--- src/rtl/ss_scan_display.sv ---
// Four-digit multiplexed seven-segment driver. It snapshots the BCD digits once per frame and applies the pause-blink, dash and leading-zero rules.
// Latency: 1 cycle from scan position/shadow to pins. No backpressure: the scan is free-running and inputs are sampled only at frame end.
module ss_scan_display #(
    parameter int SCAN_DIV     = 50000,
    parameter int GUARD        = 2,
    parameter int BLINK_FRAMES = 125,
    parameter int LZB          = 1
) (
    input  logic       CLOCK_50,
    input  logic       RST_N,
    input  logic [3:0] dig1_in,
    input  logic [3:0] dig2_in,
    input  logic [3:0] dig3_in,
    input  logic [3:0] dig4_in,
    input  logic [1:0] mode,
    output logic [6:0] SEG_N,
    output logic       DP_N,
    output logic [3:0] DIG_N,
    output logic       frame_start
);

    localparam int CW = (SCAN_DIV > 1) ? $clog2(SCAN_DIV) : 1;
    localparam int FW = (BLINK_FRAMES > 1) ? $clog2(BLINK_FRAMES) : 1;
    localparam logic [CW-1:0] SCAN_LAST  = CW'(SCAN_DIV - 1);
    localparam logic [CW-1:0] GUARD_END  = CW'(GUARD);
    localparam logic [FW-1:0] BLINK_LAST = FW'(BLINK_FRAMES - 1);
    localparam logic [6:0]    SEG_DASH   = 7'b0111111;
    localparam logic [6:0]    SEG_BLANK  = 7'h7F;

    logic [CW-1:0] scan_cntr_q, scan_cntr_d;
    logic [1:0]    slot_q, slot_d;
    logic [3:0]    sdig1_q, sdig2_q, sdig3_q, sdig4_q;
    logic [1:0]    smode_q;
    logic [FW-1:0] frame_cntr_q;
    logic          blink_on_q;
    logic [6:0]    seg_q, seg_d;
    logic          dp_q, dp_d;
    logic [3:0]    dign_q, dign_d;
    logic          frame_start_q;

    logic       tick, snap, guard, blank_blink;
    logic [3:0] val;

    function automatic logic [6:0] glyph(input logic [3:0] v);
        logic [6:0] g;
        g = SEG_BLANK;
        case (v)
            4'd0: g = 7'b1000000;
            4'd1: g = 7'b1111001;
            4'd2: g = 7'b0100100;
            4'd3: g = 7'b0110000;
            4'd4: g = 7'b0011001;
            4'd5: g = 7'b0010010;
            4'd6: g = 7'b0000010;
            4'd7: g = 7'b1111000;
            4'd8: g = 7'b0000000;
            4'd9: g = 7'b0010000;
            default: g = SEG_BLANK;
        endcase
        return g;
    endfunction

    assign tick        = (scan_cntr_q == SCAN_LAST);
    assign snap        = tick && (slot_q == 2'd3);
    assign guard       = (scan_cntr_q < GUARD_END);
    assign blank_blink = (smode_q == 2'd1) && !blink_on_q;

    always_comb begin
        scan_cntr_d = tick ? '0 : scan_cntr_q + CW'(1);
        slot_d      = tick ? slot_q + 2'd1 : slot_q;

        val = sdig1_q;
        case (slot_q)
            2'd0: val = sdig1_q;
            2'd1: val = sdig2_q;
            2'd2: val = sdig3_q;
            2'd3: val = sdig4_q;
            default: val = sdig1_q;
        endcase

        // Priority: mode-change dashes, pause blank, leading-zero blank, invalid dash, glyph.
        seg_d = glyph(val);
        if (smode_q == 2'd3)
            seg_d = SEG_DASH;
        else if (blank_blink)
            seg_d = SEG_BLANK;
        else if ((LZB == 1) && (slot_q == 2'd3) && (sdig4_q == 4'd0))
            seg_d = SEG_BLANK;
        else if (val > 4'd9)
            seg_d = SEG_DASH;

        dign_d = guard ? 4'hF : ~(4'b0001 << slot_q);
        dp_d   = !((slot_q == 2'd2) && !guard && !blank_blink);
    end

    always_ff @(posedge CLOCK_50 or negedge RST_N) begin
        if (!RST_N) begin
            scan_cntr_q   <= '0;
            slot_q        <= 2'd0;
            sdig1_q       <= 4'd0;
            sdig2_q       <= 4'd0;
            sdig3_q       <= 4'd0;
            sdig4_q       <= 4'd0;
            smode_q       <= 2'd0;
            frame_start_q <= 1'b0;
            seg_q         <= SEG_BLANK;
            dp_q          <= 1'b1;
            dign_q        <= 4'hF;
        end else begin
            scan_cntr_q   <= scan_cntr_d;
            slot_q        <= slot_d;
            frame_start_q <= snap;
            seg_q         <= seg_d;
            dp_q          <= dp_d;
            dign_q        <= dign_d;
            if (snap) begin
                sdig1_q <= dig1_in;
                sdig2_q <= dig2_in;
                sdig3_q <= dig3_in;
                sdig4_q <= dig4_in;
                smode_q <= mode;
            end
        end
    end

    // The phase is held visible outside pause, so every pause begins visible.
    always_ff @(posedge CLOCK_50 or negedge RST_N) begin
        if (!RST_N) begin
            frame_cntr_q <= '0;
            blink_on_q   <= 1'b1;
        end else if (smode_q != 2'd1) begin
            frame_cntr_q <= '0;
            blink_on_q   <= 1'b1;
        end else if (snap) begin
            if (frame_cntr_q == BLINK_LAST) begin
                frame_cntr_q <= '0;
                blink_on_q   <= ~blink_on_q;
            end else begin
                frame_cntr_q <= frame_cntr_q + FW'(1);
            end
        end
    end

    assign SEG_N       = seg_q;
    assign DP_N        = dp_q;
    assign DIG_N       = dign_q;
    assign frame_start = frame_start_q;

endmodule
--- config.mk ---
export PLATFORM = sky130hd
export DESIGN_NAME = ss_scan_display
export DESIGN_NICKNAME = d
export VERILOG_FILES = /design/src/rtl/ss_scan_display.sv
export SDC_FILE = /design/constraint.sdc
export NUM_CORES = 1
export LEC_CHECK = 0
export ABC_AREA = 1
export CAP_MARGIN = 30
export CORE_MARGIN = 5
export CORE_UTILIZATION = 50
export CTS_CLUSTER_DIAMETER = 120
export DETAILED_ROUTE_END_ITERATION = 6
export PLACE_DENSITY = 0.75
export SLEW_MARGIN = 20
export SYNTH_ARGS = -nofsm -noshare
export SYNTH_HDL_FRONTEND = slang
export SYNTH_SLANG_ARGS = --single-unit
export TNS_END_PERCENT = 20
--- constraint.sdc ---
create_clock -name CLOCK_50 -period 1.9 [get_ports CLOCK_50]
set_input_delay 0.475 -clock CLOCK_50 [delete_from_list [all_inputs] [get_ports CLOCK_50]]
set_output_delay 0.475 -clock CLOCK_50 [all_outputs]
set_load 0.03 [all_outputs]
Word-level counts from Yosys, hierarchy flattened
Memory sizes are Yosys's and may differ from the RTL's.
Cells that the tools add are included.
{"block": "classes", "add_sub_neg": 3, "n_mul": 0, "div": 0, "order_cmp": 2, "eq_ne": 8, "n_shift": 1, "n_mux": 13, "n_bitwise": 2, "n_reduce_logical": 14}
{"cell": "$mux W7", "n": 7}
{"cell": "$add A16 B1 Y16 const B", "n": 1}
{"cell": "$eq A16 B16 Y1 const B", "n": 1}
{"cell": "$lt A16 B2 Y1 const B", "n": 1}
{"cell": "$mux W16", "n": 1}
{"cell": "$pmux W4 S4", "n": 1}
{"cell": "$add A7 B1 Y7 const B", "n": 1}
{"cell": "$eq A7 B7 Y1 const B", "n": 1}
{"cell": "$eq A2 B2 Y1 const B", "n": 3}
{"cell": "$logic_and A1 B1 Y1", "n": 5}
{"cell": "$eq A2 B1 Y1 const B", "n": 2}
{"cell": "$gt A4 B4 Y1 const B", "n": 1}
{"cell": "$logic_not A1 Y1", "n": 4}
{"cell": "$logic_not A4 Y1", "n": 1}
{"cell": "$mux W4", "n": 1}
{"cell": "$not A4 Y4", "n": 1}
{"cell": "$reduce_bool A2 Y1", "n": 2}
{"cell": "$shl A1 B2 Y4 const A", "n": 1}
{"cell": "$mux W1", "n": 3}
{"cell": "$add A2 B1 Y2 const B", "n": 1}
{"cell": "$logic_not A2 Y1", "n": 1}
{"cell": "$ne A2 B1 Y1 const B", "n": 1}
{"cell": "$reduce_and A2 Y1", "n": 1}
{"cell": "$not A1 Y1", "n": 1}
{"block": "totals", "ff_bits": 57, "latchBits": 0, "ram_bits": 0, "mem_bits_ro": 112, "input_bits": 20, "out_inout_bits": 13, "wordCells": 57, "n_memories": 1}
{"memory": "(no name shown)", "depth": 16, "width": 7, "read_ports": 1, "rd_clocked_by_memory_dff": 0, "wr": 0, "line_no": "47", "text": "case (v)"}

Depth between registers and ports, before layout
Gate-level depths: netlist (run 1).
{"block": "logic_depth", "depth_word": 7, "mapped_depth": 12, "ltp_nobuf": 12}

Worst setup path after synthesis (run 1)
Ideal clock, no wire load.
{"block": "synth_timing", "path_kind": "reg2reg", "start": "reg slot_q[0]", "end": "reg seg_q[3], in the netlist SEG_N[3]", "setup_time_ns": 0.061, "arrival_ns": 1.696, "t_required_ns": 1.839, "path_slack_ns": 0.143, "path_stages_with_launch": 12, "n_path_buf": 0, "period_less_slack_ns": 1.757, "cell_sequence": "dfrtp_1 -> inv_1 -> ha_1 -> nand2_1 -> nand2_1 -> nor2_1 -> nor2_2 -> inv_1 -> ha_1 -> o21ai_0 -> nand2_1 -> nand2_1"}
{"block": "synth_between", "elab_chain_cells": 7, "word_cells_on_any_way": 12, "cone_classes": "1 x order compare; 3 x eq/ne; 5 x mux; 2 x reduce/logical; 1 x memory"}
{"element": "from (decl)", "line_no": "31", "text": "logic [1:0] slot_q, slot_d;"}
{"element": "from (signal assigned)", "line_no": "111", "text": "slot_q <= slot_d;"}
{"element": "$eq A2 B2 Y1 (tied with other cells)", "line_no": "73, 87"}
{"element": "$pmux W4 S4", "line_no": "73", "text": "case (slot_q)"}
{"element": "$mem_v2 Z16 W7 or $gt A4 B4 Y1 (tied branches)"}
{"element": "$mux W7", "line_no": "89", "text": "else if (val > 4'd9)"}
{"element": "$mux W7 (*)", "line_no": "87", "text": "else if ((LZB == 1) && (slot_q == 2'd3) && (sdig4_q == 4'd0))"}
{"element": "$mux W7 (*)", "line_no": "85", "text": "else if (blank_blink)"}
{"element": "$mux W7 (*)", "line_no": "83", "text": "if (smode_q == 2'd3)"}
{"element": "named net seg_d[3]", "line_no": "36", "text": "logic [6:0] seg_q, seg_d;"}
{"element": "to (signal assigned)", "line_no": "113", "text": "seg_q <= seg_d;"}
{"element": "to (decl)", "line_no": "36"}
Mark *: on every way through the listed nets, which the timed path passes. The rest lies on a longest branch.
A chain may end at the register's enable or synchronous reset.

Final worst setup path (run 1)
{"block": "layout_timing", "start": "reg frame_start_q, in the netlist frame_start", "end": "out frame_start"}
{"element": "from (decl)", "line_no": "39", "text": "logic frame_start_q;"}
{"element": "from (signal assigned)", "line_no": "112", "text": "frame_start_q <= snap;"}
{"element": "to (decl)", "line_no": "19", "text": "output logic frame_start"}
No word-level cell between the ends.

==> results_dict.tcl, run 1 <==
set metrics [dict create \
    cts_tree "built" \
    synth_top_area_cell "dfrtp_1" \
    reg2reg_slack_ns 0.12 \
    synth-edff-count 0 \
    synth_area_leaders "dfrtp_1 38%, nand2_1 16%, dfstp_2 12%, ha_1 4.7%, inv_1 4.6%" \
    critical_path_class "reg2out" \
    path_clk_slew_ns 0.07 \
    drtPass1Iterations 4 \
    grt_pass1_vias 2314 \
    yosysSeqAreaShare_pct 49.29 \
    syn_area_um2 2927 \
    crit_path_start_kind "flip-flop" \
    cts_buffers 9 \
    core_um2 5608 \
    clock-skew-final_ns 0.007817 \
    htreeDepth 3 \
    nNetsFinal 428 \
    io_buffers 32 \
    synthArstFlopShare_pct 100.0 \
    ys_ff_latch 57 \
    arrival_ns 1.33 \
    relSlewSlack_pct 75.72 \
    setup_viol 0 \
    die_h_um 86.51 \
    syn_nets 382 \
    rows 27 \
    synth_flop_cell "dfrtp_1" \
    dieWidth_um 86.51 \
    drive_gt1_share_pct 16.67 \
    setup_tns_ns 0 \
    power_mw 2.752 \
    grt_max_degree 58 \
    critical_path_peak_fanout 1 \
    tightest_slew_ns 0.3641 \
    timing.final.crit_share_pct 95.01 \
    cts-root-buf "clkbuf_8" \
    cp.required_ns 1.42 \
    antenna_cells 0 \
    critPathBufInv 1 \
    finalCriticalPeriod_ns 1.805 \
    synthDistinctLibCells 31 \
    drt-initial-drc-count 88 \
    clk_path_buf_depth 2 \
    fmax_mhz 553.9 \
    yosysMostFrequentCell "nand2_1" \
    syn_inst 351 \
    holdCritPathClass "in2async" \
    yosys_warnings 0 \
    overflow 0 \
    drc_errors 0 \
    drv_cap 0 \
    wl_per_cell_um 12.84 \
    place_congestion 0.8606 \
    io_pins 33 \
    die_area_um2 7483 \
    nFillCells 475 \
    syn_to_final_growth_pct 24.11 \
    endpoint_kind "output pin" \
    grt_first_pass_wirelength_mm 10.70 \
    crit_chain "clkdlybuf4s50_1" \
    ir_drop_mv 0.6773 \
    grtUsageTotal_pct 18.30 \
    cts.sinks 57 \
    vias 2370 \
    max_stage_delay_ns 0.66 \
    hold_violations 0 \
    dp.final_hpwl_mm 4.307 \
    initial_core_util_pct 52.19 \
    power_density_nw_per_um2 757.8 \
    crit_slowest_cell "clkdlybuf4s50_1" \
    antenna_found_initial 0 \
    power_leakage_nw 1.643 \
    slew_viol_final 0 \
    synth_commonest_cells "122 x nand2_1, 44 x dfrtp_1, 36 x inv_1" \
    drt.antenna.violating_nets 0 \
    clock_latency_ns 0.34 \
    yosys.area.top_type_share_pct 37.62 \
    status "finished clean" \
    critPathTopFamily "buffers and inverters" \
    via_per_inst 5.000 \
    wirelength_mm 6.088 \
    avgSynthCellArea_um2 8.338 \
]
[timing repair]
item,4_1_cts,5_1_grt
hold buffers,0,0
setup endpoints to repair,12,4
gates resized for setup,12,7
pin swaps,0,1
buffers inserted,0,1
[cell families (layout without fill, tap and decap cells)]
logic type	after synthesis	after routing	synth area share [%]
adders and majority gates	11	11	4.703
buffers and inverters	43	94	6.285
xor gates and xnor gates	6	6	1.796
DFF	57	57	49.29
and+or+nand+nor	203	203	31.59
AOI/OAI and AO/OA	31	31	6.328
[through the flow]
stage               instances  cell area (µm²)  hold WS [ns]  util (%)  setup WS, ns
floorplan                 351             2927        0.1794         -        0.1428
global placement          457             3364        0.4602     60.00        0.1827
detailed placement        457             3364        0.4634     60.00       0.08639
CTS                       473             3612        0.1203     64.41       0.05052
global route              474             3632        0.1207     64.77      -0.03030
finish                    474             3632        0.1101     64.77       0.09476
[final cells by class]
cell class	instances	area (µm²)	share of cell area, %
flip-flops and latches	57	1443	39.72
repair buffers	39	377.9	10.40
clock inverters	4	97.59	2.687
multi-input cells	251	1313	36.14
clock buffers	12	165.2	4.547
inverters	39	146.4	4.030
well taps	72	90.09	2.480
[worst paths after layout]
check,end,from,cells after the start
worst min-delay path,frame_cntr_q[3],RST_N,2
worst min register to register,scan_cntr_q[0],scan_cntr_q[0],1
max in group asynchronous,DIG_N[3],RST_N,2
min in group CLOCK_50,scan_cntr_q[0],scan_cntr_q[0],1
worst max-delay path,frame_start,frame_start,1
worst max register to register,SEG_N[3],slot_q[0],11
[registers in the layout, indices dropped and copies added (netlist names), 2 cells and up]
signal	cells
sdig4_q	4
frame_cntr_q	7
SEG_N	7
sdig2_q	4
DIG_N	4
sdig1_q	4
sdig3_q	4
smode_q	2
scan_cntr_q	16
slot_q	2
[cell usage in the layout, fill, tap and decap left out, drive strengths merged, types with 8 or more instances in the layout]
master         synthesis  routed
nand4                  8       8
dfstp                 13      13
buf                    4       8
dlygate4sd2            0      12
clkbuf                 0      12
a21oi                 11      11
dfrtp                 44      44
clkdlybuf4s50          0      19
o21ai                 15      15
ha                    11      11
inv                   39      39
nand3                 22      22
nand2                126     126
nor2                  41      41
[per-layer routing]
metal | share of wire, % | track usage (%)
met5 | 0 | 0
met4 | 2.0 | 5.666
met3 | 6.0 | 6.654
met2 | 46 | 28.37
met1 | 46 | 23.94
[power by group]
part / switching [mW] / internal (mW) / total (mW)
sequential: 0.000598 / 1.22 / 1.22
combinational: 0.0317 / 0.0383 / 0.0700
clock: 0.487 / 0.978 / 1.47
total: 0.520 / 2.23 / 2.75
No activity file was read; power rests on OpenSTA's default activity.
==> run 2, diff against run 1 <==
- CORE_ASPECT_RATIO: not set -> 0.7
==> run 2 against run 1 <==
  * Register-to-register slack worse by 0.04 ns
  * Global-route usage is 0.37 points lower
  * First-iteration DRC count is 56% higher
  * Worst setup slack worse by 0.019 ns
==> results_dict.tcl, run 2 (synthesized netlist as in run 1, its figures left out) <==
set metrics [dict create \
    status "finished clean" \
    hold_violations 0 \
    wl_per_cell_um 13.02 \
    ir_drop_mv 0.4367 \
    cts_hold_buf 0 \
    clock_latency_ns 0.34 \
    antenna_cells 0 \
    seqCellArea_um2 1444 \
    dieWidth_um 101.4 \
    setup_viol 0 \
    power_leakage_nw 1.627 \
    fmax_mhz 548.0 \
    p_int_mw 1.793 \
    final_cell_area_um2 3611 \
    wirelength_mm 6.261 \
    via_per_inst 4.992 \
    tightest_slew_ns 0.3151 \
    cts_buffers 9 \
    finalCriticalPeriod_ns 1.825 \
    dp.final_hpwl_mm 4.558 \
    clk_path_buf_depth 2 \
    cts.sinks 57 \
    largest_register_ffs 16 \
    grt_max_degree 58 \
    drtPass1Iterations 4 \
    initial_core_util_pct 51.36 \
    slew_viol_final 0 \
    final_cell_mix "122 x nand2_1, 43 x dfrtp_1, 33 x inv_1, 30 x nor2_1, 20 x nand3_1" \
    antenna_found_initial 0 \
    timing.final.crit_share_pct 96.04 \
    top_register "scan_cntr_q" \
    drive_gt1_share_pct 17.73 \
    cp.required_ns 2.16 \
    relSlewSlack_pct 78.93 \
    grtUsageTotal_pct 17.94 \
    core_um2 5698 \
    io_pins 33 \
    drc_errors 0 \
    final_common_cell "nand2_1" \
    critical_path_peak_fanout 8 \
    multiInputGateArea_um2 1345 \
    place_area_um2 3376 \
    nNetsFinal 432 \
    cts-root-buf "clkbuf_8" \
    arrival_ns 2.08 \
    place_congestion 0.8478 \
    vias 2401 \
    overflow 0 \
    crit_path_start_kind "flip-flop" \
    clkPwrFrac_pct 43.5 \
    switching_share_pct 21.20 \
    rows 23 \
    nFillCells 478 \
    grt_first_pass_wirelength_mm 10.25 \
    critical_path_class "reg2reg" \
    drt.antenna.violating_nets 0 \
    drt-initial-drc-count 137 \
    syn_to_final_growth_pct 23.39 \
    htreeDepth 3 \
    power_switching_mw 0.4822 \
    cts_tree "built" \
    setup_tns_ns 0 \
    p_seq_share_pct 53.5 \
    power_density_nw_per_um2 630.0 \
    grt_pass1_vias 2306 \
    clock-skew-final_ns 0.006438 \
    holdCritPathClass "in2async" \
    die_area_um2 7508 \
    path_clk_slew_ns 0.06 \
    io_buffers 32 \
    drv_cap 0 \
    power_frac_comb_pct 3.0 \
    endpoint_kind "flip-flop" \
    die_h_um 74.01 \
]
==> run 2: cell count changes in the layout (fill, tap and decap cells not counted), sizes merged <==
cell      change
clkbuf        +1
clkinv        +3
bufinv        -3
clkinvlp      -1
buf           +4
==> run 2: repair_timing <==
action | in CTS | in global routing
pin swaps | 0 | 2
endpoints found under the hold margin | 0 | 0
setup buffers | 0 | 4
resized for setup | 12 | 13
setup endpoints to repair | 12 | 7
==> run 2: worst paths after layout <==
check                                   to  slack, ns      startpoint  depth (start not counted)
max                               SEG_N[5]       0.08       slot_q[1]                         10
min                        scan_cntr_q[12]       0.12           RST_N                          2
max reg2reg                       SEG_N[5]       0.08       slot_q[1]                         10
min reg2reg                 scan_cntr_q[0]       0.46  scan_cntr_q[0]                          1
max in group asynchronous       blink_on_q       1.46           RST_N                          2
min in group CLOCK_50       scan_cntr_q[0]       0.46  scan_cntr_q[0]                          1
==> run 2: layout make-up <==
class / instances / area share (%)
tap: 75 / 2.599
inverter: 39 / 4.054
timing repair buffer: 43 / 11.30
multi-input combinational: 251 / 37.25
clock buffer: 13 / 4.401
sequential: 57 / 39.99
clock inverter: 3 / 0.4158
==> run 2: power groups by stage <==
stage                     combinational, mW  sequential, mW  clock [mW]
after floorplan                     0.00369            1.24           0
after detailed placement             0.0712            1.24           0
final                                0.0691            1.22       0.988
after global routing                 0.0773            1.22        1.08
after CTS                            0.0718            1.22        1.02
after global placement               0.0708            1.24           0
==> run 2: metrics by stage <==
stage | hold WS (ns) | instances | util (%) | total power [mW] | worst slack [ns]
2_1_floorplan | 0.1794 | 351 | - | 1.242 | 0.1428
3_3_place_gp | 0.4514 | 461 | 59.24 | 1.309 | 0.1166
3_5_place_dp | 0.4535 | 461 | 59.24 | 1.309 | 0.02114
4_1_cts | 0.1392 | 477 | 62.03 | 2.309 | 0.005502
5_1_grt | 0.1437 | 481 | 63.37 | 2.377 | -0.01788
6_report | 0.1231 | 481 | 63.37 | 2.275 | 0.07530
==> run 2: layer usage <==
metal | part of all wire [%] | wire length [µm] | GRT usage, %
met3 | 5.7 | 360 | 6.560
met5 | 0 | 0 | 0
met4 | 1.5 | 95 | 6.637
met1 | 48 | 3035 | 23.99
met2 | 44 | 2770 | 27.03
==> run 2: worst max-delay path, cell delays in order, from the launching register on <==
cell and delay (ns):
dfrtp_1 0.42, inv_2 0.10, ha_4 0.17, inv_2 0.12, nand2_1 0.08, nor2_1 0.14
nor2_2 0.06, buf_4 0.16, ha_1 0.20, o211ai_1 0.21, nand2_1 0.08
